===== src/rtl/vga_scan_gen_if.sv =====
// Canvas coordinate and VGA timing bus between vga_scan_gen and the sprite modules.
// frame_count exists only when FRAME_COUNT_EN is defined.
interface vga_scan_gen_if;
    logic       pixel_tick;
    logic [9:0] x;
    logic [9:0] y;
    logic       hsync;
    logic       vsync;
    logic       active;
    logic       frame_start;
`ifdef FRAME_COUNT_EN
    logic [7:0] frame_count;
`endif

    modport master (
        output pixel_tick, x, y, hsync, vsync, active, frame_start
`ifdef FRAME_COUNT_EN
        , frame_count
`endif
    );

    modport slave (
        input pixel_tick, x, y, hsync, vsync, active, frame_start
`ifdef FRAME_COUNT_EN
        , frame_count
`endif
    );
endinterface


===== src/rtl/vga_scan_gen.sv =====
// 640x480@60 VGA scan generator driving the 160x120 canvas bus (x, y) with sync/active
// delayed to match registered sprite outputs. Optional feature macro: FRAME_COUNT_EN.
module vga_scan_gen #(
    parameter int CLK_DIV     = 4,
    parameter int H_VISIBLE   = 640,
    parameter int H_FRONT     = 16,
    parameter int H_SYNC      = 96,
    parameter int H_BACK      = 48,
    parameter int V_VISIBLE   = 480,
    parameter int V_FRONT     = 10,
    parameter int V_SYNC      = 2,
    parameter int V_BACK      = 33,
    parameter int SCALE_SHIFT = 2,
    parameter int PIPE_DELAY  = 1
) (
    input  logic            clk,
    input  logic            rst,
    vga_scan_gen_if.master  bus
);

    localparam int H_TOTAL  = H_VISIBLE + H_FRONT + H_SYNC + H_BACK;
    localparam int V_TOTAL  = V_VISIBLE + V_FRONT + V_SYNC + V_BACK;
    localparam int HS_START = H_VISIBLE + H_FRONT;
    localparam int HS_END   = HS_START + H_SYNC;
    localparam int VS_START = V_VISIBLE + V_FRONT;
    localparam int VS_END   = VS_START + V_SYNC;
    localparam int DIV_W    = $clog2(CLK_DIV);

    logic [DIV_W-1:0] r_div;
    logic [9:0]       r_hcount;
    logic [9:0]       r_vcount;
    logic             r_tick;
    logic             r_frame_start;

    logic w_adv;
    logic w_h_wrap;
    logic w_v_wrap;
    logic w_active_raw;
    logic w_hsync_raw;
    logic w_vsync_raw;

    assign w_adv    = (r_div == DIV_W'(CLK_DIV - 1));
    assign w_h_wrap = (r_hcount == 10'(H_TOTAL - 1));
    assign w_v_wrap = (r_vcount == 10'(V_TOTAL - 1));

    always_ff @(posedge clk or posedge rst) begin
        if (rst) begin
            r_div         <= '0;
            r_hcount      <= '0;
            r_vcount      <= '0;
            r_tick        <= 1'b0;
            r_frame_start <= 1'b0;
        end else begin
            r_div         <= w_adv ? '0 : r_div + DIV_W'(1);
            r_tick        <= w_adv;
            // Pulse lands in the same clk the counters first read (0,0).
            r_frame_start <= w_adv && w_h_wrap && w_v_wrap;
            if (w_adv) begin
                if (w_h_wrap) begin
                    r_hcount <= '0;
                    r_vcount <= w_v_wrap ? '0 : r_vcount + 10'd1;
                end else begin
                    r_hcount <= r_hcount + 10'd1;
                end
            end
        end
    end

    assign w_active_raw = (r_hcount < 10'(H_VISIBLE)) && (r_vcount < 10'(V_VISIBLE));
    assign w_hsync_raw  = !((r_hcount >= 10'(HS_START)) && (r_hcount < 10'(HS_END)));
    assign w_vsync_raw  = !((r_vcount >= 10'(VS_START)) && (r_vcount < 10'(VS_END)));

    generate
        if (PIPE_DELAY == 0) begin : g_no_delay
            assign bus.hsync  = w_hsync_raw;
            assign bus.vsync  = w_vsync_raw;
            assign bus.active = w_active_raw;
        end else begin : g_delay
            logic [PIPE_DELAY-1:0] r_hs_dly;
            logic [PIPE_DELAY-1:0] r_vs_dly;
            logic [PIPE_DELAY-1:0] r_act_dly;

            // Free-running shift, not gated by the pixel tick.
            always_ff @(posedge clk or posedge rst) begin
                if (rst) begin
                    r_hs_dly  <= '1;
                    r_vs_dly  <= '1;
                    r_act_dly <= '0;
                end else begin
                    r_hs_dly[0]  <= w_hsync_raw;
                    r_vs_dly[0]  <= w_vsync_raw;
                    r_act_dly[0] <= w_active_raw;
                    for (int i = 1; i < PIPE_DELAY; i++) begin
                        r_hs_dly[i]  <= r_hs_dly[i-1];
                        r_vs_dly[i]  <= r_vs_dly[i-1];
                        r_act_dly[i] <= r_act_dly[i-1];
                    end
                end
            end

            assign bus.hsync  = r_hs_dly[PIPE_DELAY-1];
            assign bus.vsync  = r_vs_dly[PIPE_DELAY-1];
            assign bus.active = r_act_dly[PIPE_DELAY-1];
        end
    endgenerate

`ifdef FRAME_COUNT_EN
    logic [7:0] r_frame_count;

    always_ff @(posedge clk or posedge rst) begin
        if (rst) begin
            r_frame_count <= '0;
        end else if (w_adv && w_h_wrap && w_v_wrap) begin
            r_frame_count <= r_frame_count + 8'd1;
        end
    end

    assign bus.frame_count = r_frame_count;
`endif

    assign bus.pixel_tick  = r_tick;
    assign bus.frame_start = r_frame_start;
    assign bus.x           = r_hcount >> SCALE_SHIFT;
    assign bus.y           = r_vcount >> SCALE_SHIFT;

endmodule


===== src/flat_wrapper.sv =====
// flat-port wrapper written by rule: the top's interface ports become plain ports
module vga_scan_gen_flat 
#(
    parameter int CLK_DIV     = 4,
    parameter int H_VISIBLE   = 640,
    parameter int H_FRONT     = 16,
    parameter int H_SYNC      = 96,
    parameter int H_BACK      = 48,
    parameter int V_VISIBLE   = 480,
    parameter int V_FRONT     = 10,
    parameter int V_SYNC      = 2,
    parameter int V_BACK      = 33,
    parameter int SCALE_SHIFT = 2,
    parameter int PIPE_DELAY  = 1
)
  (clk, rst, bus_pixel_tick, bus_x, bus_y, bus_hsync, bus_vsync, bus_active, bus_frame_start);
  vga_scan_gen_if bus_i ();
  input  logic clk;
  input  logic rst;
  output wire logic [$bits(bus_i.pixel_tick)-1:0] bus_pixel_tick;
  output wire logic [$bits(bus_i.x)-1:0] bus_x;
  output wire logic [$bits(bus_i.y)-1:0] bus_y;
  output wire logic [$bits(bus_i.hsync)-1:0] bus_hsync;
  output wire logic [$bits(bus_i.vsync)-1:0] bus_vsync;
  output wire logic [$bits(bus_i.active)-1:0] bus_active;
  output wire logic [$bits(bus_i.frame_start)-1:0] bus_frame_start;
  assign bus_pixel_tick = bus_i.pixel_tick;
  assign bus_x = bus_i.x;
  assign bus_y = bus_i.y;
  assign bus_hsync = bus_i.hsync;
  assign bus_vsync = bus_i.vsync;
  assign bus_active = bus_i.active;
  assign bus_frame_start = bus_i.frame_start;
  vga_scan_gen #(.CLK_DIV(CLK_DIV), .H_VISIBLE(H_VISIBLE), .H_FRONT(H_FRONT), .H_SYNC(H_SYNC), .H_BACK(H_BACK), .V_VISIBLE(V_VISIBLE), .V_FRONT(V_FRONT), .V_SYNC(V_SYNC), .V_BACK(V_BACK), .SCALE_SHIFT(SCALE_SHIFT), .PIPE_DELAY(PIPE_DELAY)) u_core (.clk(clk), .rst(rst), .bus(bus_i));
endmodule

===== config.mk =====
export PLATFORM = sky130hd
export DESIGN_NAME = vga_scan_gen_flat
export DESIGN_NICKNAME = d
export VERILOG_FILES = /design/src/rtl/vga_scan_gen_if.sv /design/src/rtl/vga_scan_gen.sv /design/src/flat_wrapper.sv
export SDC_FILE = /design/constraint.sdc
export NUM_CORES = 1
export LEC_CHECK = 0
export ABC_AREA = 1
export CAP_MARGIN = 20
export CORE_UTILIZATION = 29
export CTS_BUF_LIST = sky130_fd_sc_hd__clkbuf_8
export CTS_CLUSTER_SIZE = 12
export DETAILED_ROUTE_END_ITERATION = 16
export HOLD_SLACK_MARGIN = 0.02
export MAX_ROUTING_LAYER = met4
export PLACE_DENSITY_LB_ADDON = 0.25
export SLEW_MARGIN = 15
export SYNTH_ARGS = -nofsm -noshare
export SYNTH_HDL_FRONTEND = slang
export SYNTH_SLANG_ARGS = --single-unit

===== constraint.sdc =====
create_clock -name clk -period 4.3 [get_ports clk]
set_clock_uncertainty 0.05 [all_clocks]
set_input_delay 0.86 -clock clk [delete_from_list [all_inputs] [get_ports clk]]
set_output_delay 0.86 -clock clk [all_outputs]
set_load 0.03 [all_outputs]

=== After elaboration in Yosys (flattened, before gate mapping) ===
Cells that the tools add are included.

* Register bits: 27

* Add/subtract/negate cells: 3
* Magnitude comparators: 6
* Equal/unequal tests: 3
* Mux-type cells: 3
* Reduce and logical (&&, ||, !) cells: 8

{| class="wikitable"
|+ Operators by type and width
! kind !! count
|-
| $add 10x1->10 const B || 2
|-
| $eq 10x10->1 const B || 2
|-
| $lt 10x10->1 const B || 2
|-
| $lt 10x9->1 const B || 2
|-
| $mux 10 || 2
|-
| $ge 10x10->1 const B || 1
|-
| $ge 10x9->1 const B || 1
|-
| $logic_and 1x1->1 || 5
|-
| $add 2x1->2 const B || 1
|-
| $eq 2x2->1 const B || 1
|-
| $logic_not 1->1 || 2
|-
| $mux 2 || 1
|-
| $reduce_and 2->1 || 1
|}

=== Logic depth before layout (Yosys ltp) ===
Gate-level depths: netlist of the first run.

* Depth in word-level cells: 3
* Gate-level depth with buffers: 9

=== Least setup slack after synthesis of the first run ===
No wires, ideal clock.

* Path type: reg2out
* Start point: register u_core.r_vcount[6]
* End point: output port bus_y[4]
* Arrival: 599 ps
* Required time: 3390 ps
* Setup slack: 2791 ps
* Stages on the path, launching flop included: 2
* Path buffers: 1
* Cell sequence: dfrtp_1 -> buf_4

{| class="wikitable"
|+ RTL lines
! item !! RTL line !! RTL
|-
| start: declaration || vga_scan_gen.sv:31 || <nowiki>logic [9:0] r_vcount;</nowiki>
|-
| start signal: assignment || vga_scan_gen.sv:61 || <nowiki>r_vcount <= w_v_wrap ? '0 : r_vcount + 10'd1;</nowiki>
|-
| end: declaration || flat_wrapper.sv:22 || <nowiki>output wire logic [$bits(bus_i.y)-1:0] bus_y;</nowiki>
|}

No word-level cell between the ends.

=== Worst setup path in the final report of the first run ===
* Start point: register u_core.r_vcount[6]
* End point: output port bus_y[4]

No word-level cell between the ends.

==> results of run 1 <==
synthesized netlist by cell type, drive strengths merged, types with 2 or more instances:
master	instances	area share (%)
a21oi	4	1.2
inv	32	7.3
dfstp	2	3.2
nor3	5	1.5
buf	21	9.4
nand2	46	12
nor2	29	9.3
nand3	14	4.9
dfrtp	25	38
ha	5	3.8
nand4	4	2.4
xor2	6	3.2
o21ai	7	2.1
area by class of cell:
| type | count | area, um^2 |
|---|---|---|
| Sequential cell | 27 | 678.2 |
| Fill cell | 572 | 3617 |
| Timing Repair Buffer | 23 | 247.7 |
| Clock buffer | 3 | 41.29 |
| Tap cell | 72 | 90.09 |
| Clock inverter | 1 | 5.005 |
| Multi-Input combinational cell | 128 | 706.9 |
| Inverter | 32 | 120.1 |
logic make-up after synthesis:
logic type | after synthesis | share of synthesized area (%)
other cells | 1 | 0.2274
compound gates | 12 | 3.794
fa+ha+maj | 5 | 3.794
xor+xnor | 6 | 3.187
buf+inv | 53 | 16.69
flops | 27 | 41.12
simple gates | 101 | 31.18
registers in the layout (all words and copies together), names as in the netlist:
register                cells
u_core.r_hcount            10
u_core.r_vcount            10
u_core.r_div                2
u_core.bus.active           1
u_core.bus.frame_start      1
u_core.bus.hsync            1
u_core.bus.pixel_tick       1
u_core.bus.vsync            1
worst register-to-register path: stages (launching register included):
cell and delay [ps]:
dfrtp_1 360, ha_1 520, nand2_4 140, nor2_8 230
nand2_2 130, nand2_1 100, nor2_2 30
power by group through the flow:
stage,clock network (uW),logic (uW),registers (uW)
floorplan,0,11.1,259
global placement,0,10.7,259
detailed placement,0,10.9,259
CTS,155,10.8,254
global route,166,15.0,254
finish,148,13.3,254
metrics by stage:
stage / total power (uW) / utilization (%) / setup slack, ps / area, um^2 / instances
after global placement: 269.5 / 32.97 / 2089 / 1815 / 281
after CTS: 419.2 / 33.81 / 1899 / 1862 / 285
after detailed placement: 269.7 / 32.97 / 2058 / 1815 / 281
final: 414.9 / 34.31 / 1922 / 1889 / 286
after floorplan: 269.8 / - / 2791 / 1660 / 208
after global routing: 435.2 / 34.31 / 1841 / 1889 / 286
per-layer routing:
layer  up-vias  share of wire, %  routed length, um  global-route usage (%)
li1        631                 -                  -                       -
met1       543                46               1378                   13.50
met2        24                49               1463                   20.00
met3         2               4.0                120                   3.176
met4         0              0.64                 19                   3.019
met5         -                 0                  0                       -
path summary, 6_finish.rpt:
kind | from | endpoint | slack [ps] | cells after the start
worst max-delay path | u_core.r_vcount[6] | bus_y[4] | 1920 | 1
worst min-delay path | u_core.r_div[0] | u_core.r_div[0] | 380 | 1
worst max register to register | u_core.r_div[0] | u_core.r_vcount[9] | 2650 | 6
worst min register to register | u_core.r_div[0] | u_core.r_div[0] | 380 | 1
max in group asynchronous | rst | u_core.bus.vsync | 2940 | 3
min in group asynchronous | rst | u_core.r_hcount[0] | 790 | 2
==> flow_summary.toml, run 1 <==
[grt]
antenna_found_initial = 0
grtUsageTotal_pct = 11.69
grt_overflow = 0
grt_pass1_vias = 1169
grt_pass1_wl_um = 5388
grt_max_degree = 28

[critical_path]
crit_family = "buffers and inverters"
cp.arrival_ps = 1470
cp_max_fo = 8
cp-start-kind = "flip-flop"
required_ps = 3390
cpPeakStageDelay_ps = 720
path_buf_inv = 1
path_class = "reg -> out"
crit_chain = "clkdlybuf4s50_1"
critPathCaptureType = "output port"
cpMaxStageDelayCell = "clkdlybuf4s50_1"

[clocking]
cts_resized = 0
clk_pin_slew_ps = 100
tritoncts = "done"
root_buffer = "clkbuf_8"
post_cts_buffers = 0
clk_latency_ps = 270
hold_buffers = 0
cts-buffers-inserted = 3
cts_buffer_depth = 2
cts_max_level = 1
cts.sinks = 27

[sta]
fmax_mhz = 420.6
drv_slew = 0
timing.hold.ws_ps = 377.9
worstMarginPinSlew_ps = 569.9
relSlewSlack_pct = 62.01
fin_crit_ps = 2378
finalCritPeriodShare_pct = 55.30
setup_violations = 0
rsz0062_at_grt = "false"
finalHoldViolCount = 0
fin_setup_tns_ps = 0

[power]
power_density_nw_per_um2 = 219.6
pwr-share-clk_pct = 35.6
p_seq_share_pct = 61.2
pwr-share-comb_pct = 3.2
swShare_pct = 22.34
p_int_uw = 322.2
leakagePower_uw = 0.0009528
vdd_drop_max_mv = 0.09789
p_sw_uw = 92.69

[floorplan]
fp.coreArea_um2 = 5507
dieHeight_um = 77.41
die_w_um = 77.41
die_area_um2 = 5992
ios = 27
std_cell_rows = 27
start_util_pct = 29.95

[cells_and_area]
finalNetCount = 222
area_growth_syn_to_layout_pct = 14.57
drive_above_1_share_pct = 12.15
layout_commonest_cell = "nand2_1"
layout_common_cells = "nand2_1, inv_1, dfrtp_1"
antenna_cells = 0

[drt]
dr.pass1.iters = 4
routed_wl_um = 2981
first_iter_violations = 50
ant_nets = 0
drc = 0
num_vias = 1200
wire_per_inst_um = 10.42
viasPerCell = 4.196

[placed_design]
io_buffers = 22
dp.final_hpwl_um = 2267
place_congestion = 0.7726

[synth]
synth-seq-cells = 27
avgSynthCellArea_um2 = 8.044
syn_inst = 205
synth.distinct_cells = 27
ys_async_sr_fraction_pct = 100.0
synth_seq_area_share_pct = 41.12
synth_edf_count = 0
synth_area_um2 = 1649
yosys_most_used_dff = "dfrtp_1"
ys_warn_count = 0

[min_path]
hold_path_class = "reg -> reg"

[flow_run]
drv_cap = 0

[outcome]
outcome = "completed"
No activity file was read; power rests on OpenSTA's default activity.
==> run 2, diff against run 1 <==
clock period = 2.4 ns   (was 4.3 ns; I/O delays follow)
==> flow_summary.toml, run 2 (synthesis results as in run 1) <==
[power]
p_int_uw = 575.2
swShare_pct = 22.41
pwr-share-clk_pct = 36.0
leakagePower_uw = 0.0009449
power_density_nw_per_um2 = 396.1
vdd_drop_max_mv = 0.3656
pwr-share-comb_pct = 2.7
p_sw_uw = 166.2
p_seq_share_pct = 61.3
total_power_uw = 741.4

[drt]
first_iter_violations = 29
viasPerCell = 4.220
ant_nets = 0
routed_wl_um = 3094
num_vias = 1207
dr.pass1.iters = 4
drc = 0
wire_per_inst_um = 10.82

[critical_path]
rr_endpoint = "u_core.r_vcount[9]"
rrSetupSlack_ps = 730
critPathCaptureType = "output port"
cpPeakStageDelay_ps = 720
cp_max_fo = 8
cp.depth = 1
crit_chain = "clkdlybuf4s50_1"
path_buf_inv = 1
cpMaxStageDelayCell = "clkdlybuf4s50_1"
startpoint = "u_core.r_vcount[6]"
cp.arrival_ps = 1470
rr_worst_depth = 6
reg2reg_from = "u_core.r_div[0]"
required_ps = 1870
path_class = "reg -> out"
cp-start-kind = "flip-flop"
crit_path_end = "bus_y[4]"
crit_family = "buffers and inverters"

[cells_and_area]
layout_common_cells = "nand2_1, inv_1, dfrtp_1"
multi_input_area_um2 = 706.9
layout_commonest_cell = "nand2_1"
seq_area_um2 = 678.2
design_area_um2 = 1872
drive_above_1_share_pct = 12.15
finalNetCount = 222
largestRegisters = "u_core.r_hcount (10), u_core.r_vcount (10), u_core.r_div (2)"
fill_cells = 580
antenna_cells = 0
area_growth_syn_to_layout_pct = 13.51

[outcome]
outcome = "completed"

[placed_design]
dp.final_hpwl_um = 2365
place_area_um2 = 1823
dp_slack_ps = 700.9
place_congestion = 0.7965
io_buffers = 22

[sta]
worstMarginPinSlew_ps = 594.4
fin_setup_tns_ps = 0
drv_slew = 0
setup_violations = 0
fin_ws_ps = 403.4
rsz0062_at_grt = "false"
finalCritPeriodShare_pct = 83.19
fin_crit_ps = 1997
fmax_mhz = 500.9
relSlewSlack_pct = 60.38
finalHoldViolCount = 0

[clocking]
post_cts_buffers = 0
hold_buffers = 0
tritoncts = "done"
cts_resized = 0
clk_latency_ps = 270
cts-buffers-inserted = 3
cts_buffer_depth = 2
clk_pin_slew_ps = 100
cts.sinks = 27
root_buffer = "clkbuf_8"
cts_max_level = 1

[grt]
met1_usage_pct = 14.51
grt_pass1_wl_um = 5692
grt_use_met3_pct = 2.824
grt_util_met2_pct = 22.30
top_usage_layer = "met2"
grt_pass1_vias = 1216
grtUsageTotal_pct = 12.46
grt_overflow = 0
antenna_found_initial = 0
grt_max_degree = 28

[flow_run]
drv_cap = 0

[min_path]
hold_path_class = "reg -> reg"

[floorplan]
die_area_um2 = 5992
std_cell_rows = 27
fp.coreArea_um2 = 5507
die_w_um = 77.41
ios = 27
start_util_pct = 29.95
dieHeight_um = 77.41
==> run 2: power groups by stage <==
stage	Combinational (uW)	Clock (uW)	Sequential [uW]
finish	19.9	267	455
global route	22.8	305	455
CTS	21.0	282	455
detailed placement	21.0	0	464
global placement	21.2	0	464
floorplan	19.9	0	464
==> run 2: worst min path at each step <==
stage / startpoint / endpoint / slack [ps] / cells past startpoint
finish: u_core.r_div[0] / u_core.r_div[0] / 380 / 1
global route: u_core.r_div[0] / u_core.r_div[0] / 410 / 1
CTS: u_core.r_div[0] / u_core.r_div[0] / 380 / 1
detailed placement: u_core.r_div[0] / u_core.r_div[0] / 370 / 1
global placement: u_core.r_div[0] / u_core.r_div[0] / 370 / 1
floorplan: u_core.r_div[0] / u_core.r_div[0] / 350 / 1
==> run 2: area by class of cell <==
type	instances	share of cell area [%]
Multi-Input combinational cell	128	37.77
Inverter	32	6.417
Timing Repair Buffer	23	12.17
Tap cell	72	4.813
Clock buffer	3	2.206
Clock inverter	1	0.4011
Sequential cell	27	36.23
==> run 2: routing by layer <==
layer | wire length, um | vias up
met3 | 94 | 2
li1 | - | 629
met2 | 1500 | 20
met1 | 1483 | 556
met5 | 0 | -
met4 | 15 | 0
==> run 2: per-stage QoR <==
stage | hold slack (ps) | util [%] | std cells
6_report | 380.3 | 33.99 | 286
5_1_grt | 409.6 | 33.99 | 286
4_1_cts | 384.8 | 33.99 | 286
3_5_place_dp | 370.3 | 33.11 | 282
3_3_place_gp | 367.5 | 33.11 | 282
2_1_floorplan | 353.1 | - | 208
==> run 2: worst register-to-register path, cell delays in order, from the launching register on <==
cell and delay [ps]:
dfrtp_1 360, ha_1 540, nand2_4 140, nor2_8 230
nand2_2 120, nand2_1 100, nor2_2 40
==> run 3, diff against run 2 <==
clock period = 1.7 ns   (was 2.4 ns; I/O delays follow)
==> flow_summary.toml, run 3 (synthesis results as in run 1) <==
[floorplan]
die_w_um = 77.41
die_area_um2 = 5992
fp.coreArea_um2 = 5507
ios = 27
dieHeight_um = 77.41
start_util_pct = 29.95
std_cell_rows = 27

[cells_and_area]
layout_common_cells = "nand2_1, inv_1, dfrtp_1"
antenna_cells = 0
drive_above_1_share_pct = 14.55
final_core_util_pct = 34.67
instances_no_fill = 292
largestRegisters = "u_core.r_hcount (10), u_core.r_vcount (10), u_core.r_div (2)"
layout_commonest_cell = "nand2_1"
finalNetCount = 228
area_growth_syn_to_layout_pct = 15.78
design_area_um2 = 1909

[placed_design]
place_area_um2 = 1881
place_inst = 288
place_congestion = 0.8629
dp.final_hpwl_um = 2335
io_buffers = 22

[critical_path]
required_ps = 1310
cp.arrival_ps = 1270
cp_max_fo = 1
cpMaxStageDelayCell = "clkdlybuf4s50_1"
cp-start-kind = "flip-flop"
critPathCaptureType = "output port"
path_class = "reg -> out"
path_buf_inv = 1
crit_chain = "clkdlybuf4s50_1"
cpPeakStageDelay_ps = 660
crit_family = "buffers and inverters"

[min_path]
hold_path_class = "in -> async"

[clocking]
root_buffer = "clkbuf_8"
cts.sinks = 27
clk_pin_slew_ps = 110
post_cts_buffers = 0
clk_latency_ps = 280
cts_max_level = 1
cts_buffer_depth = 2
cts-buffers-inserted = 3
tritoncts = "done"

[sta]
finalHoldViolCount = 0
rsz0062_at_grt = "false"
fmax_mhz = 601.8
fin_setup_tns_ps = 0
timing.hold.ws_ps = 361.1
setup_violations = 0
drv_slew = 0
finalCritPeriodShare_pct = 97.75
fin_crit_ps = 1662

[grt]
antenna_found_initial = 0
grt_pass1_wl_um = 5727
grt_overflow = 0
grt_max_degree = 28
grtUsageTotal_pct = 12.24
grt_pass1_vias = 1275

[power]
vdd_drop_max_mv = 0.3038
power_density_nw_per_um2 = 551.1
leakagePower_uw = 0.001052

[drt]
viasPerCell = 4.212
drc = 0
routed_wl_um = 3080
ant_nets = 0
dr.pass1.iters = 4
wire_per_inst_um = 10.55
num_vias = 1230
first_iter_violations = 72

[outcome]
outcome = "completed"

[flow_run]
drv_cap = 0
## run 3: cell count changes in the layout (fill, tap and decap cells not counted), sizes merged
cell           delta
clkdlybuf4s50    -19
dlygate4sd2      +18
buf               +6
dlymetal6s2s      +1
## run 3: metal layers
metal / track usage, % / up-vias / share of wire, %
met5: - / - / 0
met3: 2.000 / 6 / 4.5
met1: 14.84 / 555 / 47
met4: 3.962 / 0 / 1.4
met2: 20.71 / 31 / 47
li1: - / 638 / -
## run 3: path summary, 6_finish.rpt
| path | slack [ps] | depth (start not counted) | start | end |
|---|---|---|---|---|
| max | 40 | 1 | u_core.bus.frame_start | bus_frame_start |
| min | 360 | 3 | rst | u_core.r_div[0] |
| max reg2reg | 210 | 8 | u_core.r_hcount[1] | u_core.r_hcount[9] |
| min reg2reg | 380 | 1 | u_core.r_div[0] | u_core.r_div[0] |
| max in group asynchronous | 910 | 3 | rst | u_core.bus.vsync |
| min in group clk | 380 | 1 | u_core.r_div[0] | u_core.r_div[0] |
## run 3: what timing repair did
action,4_1_cts,5_1_grt
hold buffers,0,0
pin swaps,0,1
setup endpoints to repair,18,2
resized for setup,18,1
## run 3: stage by stage
step,total power [uW],worst slack (ps)
after floorplan,682.5,315.8
after global placement,684.0,162.5
after detailed placement,684.0,160.1
after CTS,1069,1.947
after global routing,1095,2.569
final,1052,38.20
## run 3: cell type report
| cell class | count | area [um^2] |
|---|---|---|
| Fill cell | 570 | 3597 |
| Clock buffer | 3 | 41.29 |
| Clock inverter | 1 | 7.507 |
| Multi-Input combinational cell | 128 | 706.9 |
| Sequential cell | 27 | 678.2 |
| Timing Repair Buffer | 29 | 265.3 |
| Inverter | 32 | 120.1 |
| Tap cell | 72 | 90.09 |
## run 3: power by group
| group | switching, uW | internal, uW |
|---|---|---|
| Sequential | 0 | 642 |
| Combinational | 24.4 | 3.69 |
| Clock | 216 | 167 |
==> RTL change 1: new RTL, settings of run 2 <==
`PIPE_DELAY` is set to 1 in 2 places; all go to 0.
--- a/src/rtl/vga_scan_gen.sv
+++ b/src/rtl/vga_scan_gen.sv
@@ -13,3 +13,3 @@
     parameter int SCALE_SHIFT = 2,
-    parameter int PIPE_DELAY  = 1
+    parameter int PIPE_DELAY  = 0
 ) (
--- a/src/flat_wrapper.sv
+++ b/src/flat_wrapper.sv
@@ -13,3 +13,3 @@
     parameter int SCALE_SHIFT = 2,
-    parameter int PIPE_DELAY  = 1
+    parameter int PIPE_DELAY  = 0
 )
Behaviour: not the same (a bounded check fails within 4 cycles, from zero or initial values and one cycle with rst high).
==> RTL change 1 against run 2 <==
Design area shrank 2.6%. Hold slack lost 2.2 ps. Sequential cell count shrank 3. Non-clock buffer count grew 5. Synthesized area shrank 4.7%. Maximum frequency shrank 11%. Critical path depth grew 3. Clock power shrank 10%. Power shrank 11%. Register-to-register slack gained 150 ps. Worst setup slack lost 240 ps. Routed wire length shrank 2.0%. Critical path type unchanged. Largest power group unchanged.
==> RTL change 1: results (changes against run 2) <==
| Metric | Value |
|---|---|
| Outcome | `finished, final reports clean (unchanged)` |
| CP arrival | `1700 ps (was 1470 ps)` |
| Seq/Total Area, Yosys | `38.2% (was 41.1%)` |
| First-pass GRT wire length | `4.97 mm (was 5.69 mm)` |
| Initial antenna violation count | `0 (unchanged)` |
| Vias | `1181 (was 1207)` |
| Clock Latency Late Sink | `270 ps (about the same)` |
| Clock transition at path regs | `80 ps (was 100 ps)` |
| Number of iterations in the first detailed-routing pass | `4 (unchanged)` |
| Postcts setup bufs | `0 (unchanged)` |
| Largest registers | `u_core.r_hcount (10), u_core.r_vcount (10), u_core.r_div (2) (unchanged)` |
| Most instantiated cells after synthesis | `nand2_1, inv_1, dfrtp_1 (unchanged)` |
| # nets final | `224 (was 222)` |
| Worst hold path class | `reg2reg (unchanged)` |
| Crit-path slowest cell | `clkdlybuf4s50_1 (unchanged)` |
| RePlAce Congestion | `0.823 (was 0.797)` |
| Root Driver | `clkbuf_8 (unchanged)` |
| Ys async rst share | `100% (unchanged)` |
| Max rail drop VDD | `168 uV (was 366 uV)` |
| Max stage delay on crit path | `680 ps (was 720 ps)` |
| Share of cells above drive strength 1 | `13.0% (was 12.1%)` |
| WL/cell | `10.6 um (was 10.8 um)` |
| Clk buf depth | `2 (unchanged)` |
| Synth top area cells | `dfrtp_1, nand2_1, buf_4 (unchanged)` |
| Yosys warns | `0 (unchanged)` |
| Synth unique cells | `26 (was 27)` |
| Hpwl dp | `2.37 mm (was 2.36 mm)` |
| Largest net degree at the start of global routing | `25 (was 28)` |
| Port bufs | `22 (unchanged)` |
| Top_reg_cell synth | `dfrtp_1 (unchanged)` |
| GRT Overall Usage | `12.2% (was 12.5%)` |
| H-tree Lvls | `1 (unchanged)` |
| Fin Setup TNS | `0 ps (unchanged)` |
| Diodes inserted | `0 (unchanged)` |
| Lkg Pwr | `0.940 nW (was 0.945 nW)` |
| Crit path max fanout | `5 (was 8)` |
| Vias in the first global route | `1048 (was 1216)` |
| DRT iter0 DRCs | `48 (was 29)` |
## RTL change 1: through the flow
step           setup slack, ps  instances  instance area, sq um
2_1_floorplan              347        205                  1580
3_3_place_gp               190        282                  1780
3_5_place_dp               213        282                  1780
4_1_cts                   90.9        285                  1820
5_1_grt                   77.6        285                  1820
6_report                   166        285                  1820
## RTL change 1: cell type report
cell class | count | area [sq um]
Clock buffer | 3 | 41.3
Fill cell | 542 | 3350
Inverter | 32 | 120
Multi-Input combinational cell | 128 | 707
Sequential cell | 24 | 601
Tap cell | 70 | 87.6
Timing Repair Buffer | 28 | 267
## RTL change 1: logic make-up (layout without fill, tap and decap cells)
kind of cell / Yosys count / count (layout) / synth area share, %
AOI/OAI and AO/OA: 12 / 12 / 3.98
xor gates and xnor gates: 6 / 6 / 3.34
adders and majority gates: 5 / 5 / 3.98
buffers and inverters: 53 / 63 / 17.5
DFF: 24 / 24 / 38.2
other: 1 / 4 / 0.239
and+or+nand+nor: 101 / 101 / 32.7
## RTL change 1: worst reg2reg max path, cell delays in order, from the launching register on
cell	delay [ps]
dfrtp_1	380
ha_1	190
nand2_2	90
nor2_8	140
nand2_4	90
nor2_8	220
nand2_1	100
xor2_1	150
## RTL change 1: timing repair
action,in CTS,in global routing
resized for setup,1,1
setup endpoints to repair,1,1
pin swaps,0,0
hold buffers,0,0
## RTL change 1: per-layer routing
metal  GRT usage (%)  vias to the layer above  routed length [um]
met1            16.9                      519                1600
met5               -                        -                   0
met2            17.5                       31                1300
met3            1.72                        4                  78
li1                -                      627                   -
met4            6.17                        0                  55
## RTL change 1: worst paths after layout
| path | from | to | slack (ps) | cells after the start |
|---|---|---|---|---|
| max | u_core.r_vcount[7] | bus_vsync | 170 | 4 |
| min | u_core.r_div[0] | u_core.r_div[0] | 380 | 1 |
| max reg2reg | u_core.r_hcount[0] | u_core.r_vcount[7] | 880 | 7 |
| min reg2reg | u_core.r_div[0] | u_core.r_div[0] | 380 | 1 |
| max in group asynchronous | rst | u_core.r_hcount[9] | 1550 | 3 |
| min in group asynchronous | rst | u_core.bus.pixel_tick | 510 | 3 |
## RTL change 1: power breakdown
part	leakage, nW	internal (mW)	switching [mW]
clock	0.0216	0.112	0.128
sequential	0.321	0.404	0
combinational	0.597	0.00262	0.0163
==> RTL change 2: new RTL, config.mk and constraints of run 2 <==
Without the edit above. Compare `r_hcount` against `10'(H_TOTAL - 1)` with >= in place of ==.
--- a/src/rtl/vga_scan_gen.sv
+++ b/src/rtl/vga_scan_gen.sv
@@ -42,3 +42,3 @@
     assign w_adv    = (r_div == DIV_W'(CLK_DIV - 1));
-    assign w_h_wrap = (r_hcount == 10'(H_TOTAL - 1));
+    assign w_h_wrap = (r_hcount >= 10'(H_TOTAL - 1));
     assign w_v_wrap = (r_vcount == 10'(V_TOTAL - 1));
Check against the original RTL: same outputs for any inputs over 10 cycles, from zero or initial values and one cycle with rst high; that may be too few to reach the edited logic, so the function may still have changed.
==> RTL change 2 against run 2 <==
Sequential power about the same. Core utilization is 0.72 points higher. Routed wire length down 0.68%. Synthesized area fell by 0.76%. Synthesized cell count up 1.5%. Sequential cell count unchanged. Power fell by 0.18%. Design area shrank 2.3%. Worst setup slack worse by 30 ps.
==> RTL change 2: results (changes against run 2) <==
| Metric | Value |
|---|---|
| Seq/Total Area, Yosys | `41.4% (was 41.1%)` |
| WL met3 | `142 um (was 94 um)` |
| Lkg Pwr | `0.870 nW (was 0.945 nW)` |
| Adder-cell area share of the yosys netlist | `3.82% (was 3.79%)` |
| Crit path from | `u_core.r_vcount[5] (was u_core.r_vcount[6])` |
| Outcome | `finished, final reports clean (unchanged)` |
| Synth top area cells | `dfrtp_1, nand2_1, buf_4 (unchanged)` |
| First-pass GRT wire length | `5.40 mm (was 5.69 mm)` |
| DRT iter0 DRCs | `116 (was 29)` |
| Hpwl dp | `2.24 mm (was 2.36 mm)` |
| Routing usage on met2 | `15.8% (was 22.3%)` |
| Synth unique cells | `30 (was 27)` |
| Most instantiated cells after synthesis | `nand2_1, nor2_1, dfrtp_1 (was nand2_1, inv_1, dfrtp_1)` |
| Met1 wire length | `1.63 mm (was 1.48 mm)` |
| P_seq | `455 uW (about the same)` |
| Met3 Usage GRT | `1.55% (was 2.82%)` |
| CP arrival | `1500 ps (was 1470 ps)` |
| GRT Overall Usage | `11.7% (was 12.5%)` |
| Worst Setup EP | `bus_y[3] (was bus_y[4])` |
| Vias | `1225 (was 1207)` |
| R2r worst-path depth | `7 (was 6)` |
| Met1 Use GR | `17.6% (was 14.5%)` |
| Hold slack | `377 ps (was 380 ps)` |
| Fraction of power spent switching nets | `22.5% (was 22.4%)` |
| Xor/xnor share of the synthesized area | `3.21% (was 3.19%)` |
| Final wirelength | `3.07 mm (was 3.09 mm)` |
RTL change 2: stage by stage:
stage | util, % | setup WS, ps | total power, mW | std cells | area (sq um)
after CTS | 34.7 | 368 | 0.750 | 284 | 1830
final | 34.7 | 373 | 0.740 | 284 | 1830
after detailed placement | 33.8 | 659 | 0.484 | 280 | 1780
after global placement | 33.8 | 681 | 0.485 | 280 | 1780
after floorplan | - | 1070 | 0.483 | 211 | 1650
after global routing | 34.7 | 309 | 0.774 | 284 | 1830
RTL change 2: area by class of cell:
cell class,instances,share of cell area [%]
Multi-Input combinational cell,136,38.0
Sequential cell,27,37.1
Timing Repair Buffer,24,12.9
Tap cell,70,4.79
Inverter,23,4.72
Clock buffer,3,2.26
Clock inverter,1,0.274
RTL change 2: cell families (layout without fill, tap and decap cells):
family,after synthesis,in the layout
flops,27,27
compound gates,16,16
other cells,1,4
xor+xnor,6,6
buf+inv,48,51
simple gates,105,105
fa+ha+maj,5,5
